[src/rtl/instruction_sequencer.sv]
// instruction_sequencer
// Latches the 16-bit instruction word and steps each instruction through five
// phases: fetch, read, execute, memory and write-back. The instruction
// register is split into decode fields for the downstream stages. Run/halt is
// controlled by exec pulses and by the HLT instruction.
//
// Ports
//   clock    in   1   rising-edge clock
//   reset    in   1   asynchronous, active-low reset
//   exec     in   1   run/stop request pulse
//   instr    in  16   instruction word, valid during phase 0
//   op1      out  2   ir[15:14]
//   Ra_op2   out  3   ir[13:11]
//   Rd_Rb    out  3   ir[10:8]
//   op3      out  4   ir[7:4]
//   d8       out  8   ir[7:0], displacement
//   d4       out  4   ir[3:0], shift amount
//   phase    out  3   current phase, 0..4
//   irLoad   out  1   running in phase 0 (IR captures instr at this edge)
//   pcWrite  out  1   running in phase 4 (PC updates at this edge)
//   running  out  1   1 = sequencing, 0 = halted
//   retired  out 16   completed-instruction count, wraps
module instruction_sequencer (
  input  logic        clock,
  input  logic        reset,
  input  logic        exec,
  input  logic [15:0] instr,
  output logic [1:0]  op1,
  output logic [2:0]  Ra_op2,
  output logic [2:0]  Rd_Rb,
  output logic [3:0]  op3,
  output logic [7:0]  d8,
  output logic [3:0]  d4,
  output logic [2:0]  phase,
  output logic        irLoad,
  output logic        pcWrite,
  output logic        running,
  output logic [15:0] retired
);

  localparam int unsigned DATA_W  = 16;
  localparam int unsigned PHASE_W = 3;

  localparam logic [PHASE_W-1:0] PH_FETCH = PHASE_W'(0);
  localparam logic [PHASE_W-1:0] PH_WB    = PHASE_W'(4);

  typedef enum logic {
    HALTED = 1'b0,
    RUN    = 1'b1
  } state_t;

  state_t              state_q, state_d;
  logic [PHASE_W-1:0]  phase_q, phase_d;
  logic [DATA_W-1:0]   ir_q, ir_d;
  logic [DATA_W-1:0]   retired_q, retired_d;
  logic                stop_q, stop_d;
  logic                irload_q, irload_d;
  logic                pcwrite_q, pcwrite_d;
  logic                is_hlt;

  // HLT: op1 = 11 and op3 = 1111, decoded from the held instruction
  assign is_hlt = (ir_q[15:14] == 2'b11) && (ir_q[7:4] == 4'b1111);

  // State register
  always_ff @(posedge clock or negedge reset) begin
    if (!reset) begin
      state_q   <= HALTED;
      phase_q   <= PH_FETCH;
      ir_q      <= '0;
      retired_q <= '0;
      stop_q    <= 1'b0;
      irload_q  <= 1'b0;
      pcwrite_q <= 1'b0;
    end else begin
      state_q   <= state_d;
      phase_q   <= phase_d;
      ir_q      <= ir_d;
      retired_q <= retired_d;
      stop_q    <= stop_d;
      irload_q  <= irload_d;
      pcwrite_q <= pcwrite_d;
    end
  end

  // Next-state logic
  always_comb begin
    state_d   = state_q;
    phase_d   = phase_q;
    ir_d      = ir_q;
    retired_d = retired_q;
    stop_d    = stop_q;
    unique case (state_q)
      HALTED: begin
        // exec while halted is only ever a restart, never a stop request
        phase_d = PH_FETCH;
        stop_d  = 1'b0;
        if (exec) begin
          state_d = RUN;
        end
      end
      RUN: begin
        if (phase_q == PH_FETCH) begin
          ir_d = instr;
        end
        if (phase_q == PH_WB) begin
          retired_d = retired_q + DATA_W'(1);
          phase_d   = PH_FETCH;
          // a stop arriving on the write-back edge itself is honoured here
          if (is_hlt || stop_q || exec) begin
            state_d = HALTED;
            stop_d  = 1'b0;
          end
        end else begin
          phase_d = phase_q + PHASE_W'(1);
          if (exec) begin
            stop_d = 1'b1;
          end
        end
      end
      default: begin
        state_d = HALTED;
        phase_d = PH_FETCH;
        stop_d  = 1'b0;
      end
    endcase
  end

  // Strobe decode from the upcoming (state, phase) so the strobes are registered
  always_comb begin
    irload_d  = 1'b0;
    pcwrite_d = 1'b0;
    if (state_d == RUN) begin
      irload_d  = (phase_d == PH_FETCH);
      pcwrite_d = (phase_d == PH_WB);
    end
  end

  assign op1     = ir_q[15:14];
  assign Ra_op2  = ir_q[13:11];
  assign Rd_Rb   = ir_q[10:8];
  assign op3     = ir_q[7:4];
  assign d8      = ir_q[7:0];
  assign d4      = ir_q[3:0];
  assign phase   = phase_q;
  assign irLoad  = irload_q;
  assign pcWrite = pcwrite_q;
  assign running = (state_q == RUN);
  assign retired = retired_q;

endmodule
[config.mk]
export PLATFORM = sky130hd
export DESIGN_NAME = instruction_sequencer
export DESIGN_NICKNAME = d
export VERILOG_FILES = /design/src/rtl/instruction_sequencer.sv
export SDC_FILE = /design/constraint.sdc
export NUM_CORES = 1
export LEC_CHECK = 0
export ABC_AREA = 1
export CELL_PAD_IN_SITES_DETAIL_PLACEMENT = 0
export CELL_PAD_IN_SITES_GLOBAL_PLACEMENT = 2
export CORE_ASPECT_RATIO = 0.5
export CORE_MARGIN = 4
export CORE_UTILIZATION = 24
export DETAILED_ROUTE_END_ITERATION = 7
export GPL_TIMING_DRIVEN = 0
export PLACE_DENSITY = 0.73
export REMOVE_ABC_BUFFERS = 1
export SYNTH_ARGS = -nofsm -noshare
export SYNTH_HDL_FRONTEND = slang
export SYNTH_SLANG_ARGS = --single-unit
[constraint.sdc]
create_clock -name clock -period 1.5 [get_ports clock]
set_clock_uncertainty 0.2 [all_clocks]
set_input_delay 0.3 -clock clock [delete_from_list [all_inputs] [get_ports clock]]
set_output_delay 0.3 -clock clock [all_outputs]
set_load 0.005 [all_outputs]
==> impl_metrics.env <==
export IMPL_hpwl_um=3120
export IMPL_antenna_found_initial=0
export IMPL_cts_root_buf="clkbuf_16"
export IMPL_fin_nets=308
export IMPL_num_rows=22
export IMPL_grt_pass1_wl_um=8000
export IMPL_setup_viol=32
export IMPL_routed_via_density=4.00
export IMPL_gp_congestion=0.706
export IMPL_dp_slack_ns=-0.480
export IMPL_critPathRequiredTime_ns=1.47
export IMPL_rsz0062_at_grt="true"
export IMPL_cts_tree="done"
export IMPL_io_buffers=64
export IMPL_synth_edff_count=0
export IMPL_setup_worst_path_start_class="flip-flop"
export IMPL_fillers=721
export IMPL_violations="negative setup slack"
export IMPL_ff2ff_path_depth=9
export IMPL_endpoint_kind="flip-flop"
export IMPL_clock_latency_ns=0.28
export IMPL_cp_cell_sequence="inv_2 > ha_4 > nand2_4 > nor2_4 > nand2_4 > nor2_4 > buf_4 > xnor2_1 > inv_1"
export IMPL_io_pins=65
export IMPL_synth_seq_cells=39
export IMPL_critical_path_class="reg2reg"
export IMPL_htreeDepth=2
export IMPL_finalCritPeriodShare_pct=111
export IMPL_power_density_nw_per_um2=1780
export IMPL_reg2reg_from="phase[0]$_DFF_PN0_"
export IMPL_drt_wl_total_um=4770
export IMPL_cts_buffer_depth=2
export IMPL_layout_min_cycle_time_ns=1.66
export IMPL_outcome="finished with violations"
export IMPL_async_reset_ff_share_pct=100
export IMPL_gr_total_overflow=0
export IMPL_wl_per_cell_um=12.5
export IMPL_vias=1532
export IMPL_synth_area_per_cell_um2=9.92
export IMPL_die_area_um2=9100
export IMPL_fmax_mhz=601
export IMPL_min_path_type="in2async"
export IMPL_yosys_cell_types_count=17
export IMPL_max_cap_violations=0
export IMPL_grt_start_max_net_pins=31
export IMPL_track_usage_pct=11.1
export IMPL_die_y_um=69.5
export IMPL_tightest_slew_ns=0.269
export IMPL_drive_above_1_share_pct=34.1
export IMPL_placed_cells=334
export IMPL_power_w=0.00560
export IMPL_die_x_um=131
export IMPL_initial_core_util_pct=24.7
export IMPL_cts_buffers=5
export IMPL_multi_input_area_um2=867
export IMPL_synth_ff_type="dfrtp_1"
export IMPL_drc=0
export IMPL_ant_nets=0
export IMPL_ys_warn_count=0
export IMPL_seq_area_um2=980
export IMPL_cp_max_fo=4
export IMPL_drtPass1Iterations=4
export IMPL_synth_seq_area_share_pct=53.8
export IMPL_final_cells=383
export IMPL_cts_sinks=39
export IMPL_core_area_um2=7350
export IMPL_slew_violations=0
export IMPL_vdd_ir_drop_worst_mv=0.853
export IMPL_setup_slack_ns=-0.164
export IMPL_r2r_slack_ns=-0.16
export IMPL_grt_pass1_vias=1615
export IMPL_dr_first_iter_drc_count=37
export IMPL_hold_viol_final=0
export IMPL_slowest_stage="dfrtp_1"
export IMPL_area_growth_pct=73.1
export IMPL_post_route_util_pct=42.8
export IMPL_final_cell_mix="dlygate4sd2_1 (43), nand2_1 (42), dfrtp_1 (36), buf_4 (32), clkdlybuf4s50_1 (17)"
export IMPL_power_leakage_nw=1.60
export IMPL_syn_inst=183
export IMPL_reg2reg_to="retired[7]$_DFFE_PN0N_"
export IMPL_cp_slowest_stage_delay_ns=0.38
export IMPL_relSlewSlack_pct=82.1
export IMPL_syn_cell_area_um2=1820
export IMPL_diodes=0
export IMPL_final_common_cell="dlygate4sd2_1"
export IMPL_critical_path_arrival_ns=1.64
export IMPL_clkTransAtPathRegs_ns=0.06
[flip-flops by register name, indices dropped and copies added (netlist names)]
register	cells
irLoad	1
stop_q	1
pcWrite	1
phase	3
ir_q	16
retired	16
running	1
[through the flow]
stage          cell area, um2  hold slack [ns]  setup TNS [ns]
4_1_cts                  3040            0.225           -1.89
2_1_floorplan            1730           -0.196           -2.77
3_5_place_dp             2510         -0.00688           -8.93
3_3_place_gp             2490            0.277          -52.74
5_1_grt                  3140            0.258           -4.44
6_report                 3140            0.220           -1.88
[cell type report]
class | count | area share [%]
tap | 96 | 3.82
inverter | 18 | 2.15
clock inverter | 3 | 2.15
timing repair buffer | 105 | 29.1
multi-input combinational | 117 | 27.6
sequential | 39 | 31.2
clock buffer | 5 | 3.98
[worst max-delay path, delay by kind of cell (launching register included)]
family	cells	cell delay, ns
DFF	1	0.38
xor gates and xnor gates	1	0.10
and+or+nand+nor	4	0.48
buffers and inverters	3	0.25
adders and majority gates	1	0.15
[worst max-delay path by stage]
| stage | slack [ns] | to | start | cells after the start |
|---|---|---|---|---|
| after floorplan | -0.24 | retired[11]$_DFFE_PN0N_ | phase[0]$_DFF_PN0_ | 9 |
| final | -0.16 | retired[7]$_DFFE_PN0N_ | phase[0]$_DFF_PN0_ | 9 |
| after global placement | -1.13 | ir_q[15]$_DFFE_PN0P_ | reset | 1 |
| after CTS | -0.18 | retired[11]$_DFFE_PN0N_ | phase[1]$_DFF_PN0_ | 9 |
| after global routing | -0.26 | retired[11]$_DFFE_PN0N_ | phase[1]$_DFF_PN0_ | 9 |
| after detailed placement | -0.48 | retired[11]$_DFFE_PN0N_ | phase[0]$_DFF_PN0_ | 9 |
[repair_timing]
action,4_1_cts,5_1_grt
gates resized for setup,79,26
hold buffers,1,0
gates cloned,1,0
hold endpoints to repair,39,0
pin swaps,9,17
buffers inserted,34,8
endpoints found under the setup margin,81,39
[cells by family after synthesis]
logic type | after synthesis | synth area share (%)
xor gates and xnor gates | 12 | 5.79
buffers and inverters | 28 | 8.20
muxes | 16 | 9.92
AOI/OAI and AO/OA | 5 | 1.38
DFF | 39 | 53.8
and+or+nand+nor | 80 | 18.9
adders and majority gates | 3 | 2.07
[layer usage]
| metal | share of wire (%) | routed length (um) | track usage [%] |
|---|---|---|---|
| met4 | 1.7 | 82 | 3.99 |
| met1 | 45 | 2130 | 13.5 |
| met3 | 2.6 | 125 | 2.92 |
| met2 | 51 | 2440 | 18.7 |
| met5 | 0 | 0 | 0 |
[report_power, final]
group	switching, W	total [W]	internal [W]
Sequential	0.000203	0.00163	0.00143
Combinational	0.00109	0.00258	0.00149
Clock	0.000436	0.00139	0.000953
[cell usage after synthesis, types with 3 or more instances]
cell / n / area share, %
nand2_1: 46 / 9.5
dfrtp_1: 39 / 54
nor2_1: 21 / 4.3
inv_1: 18 / 3.7
mux2_2: 16 / 9.9
buf_4: 9 / 3.7
xnor2_1: 8 / 3.9
nand3_1: 4 / 1.1
nand4_1: 4 / 1.4
o21ai_0: 4 / 1.1
xor2_1: 4 / 1.9
ha_1: 3 / 2.1
(Power assumes the default switching activity.)
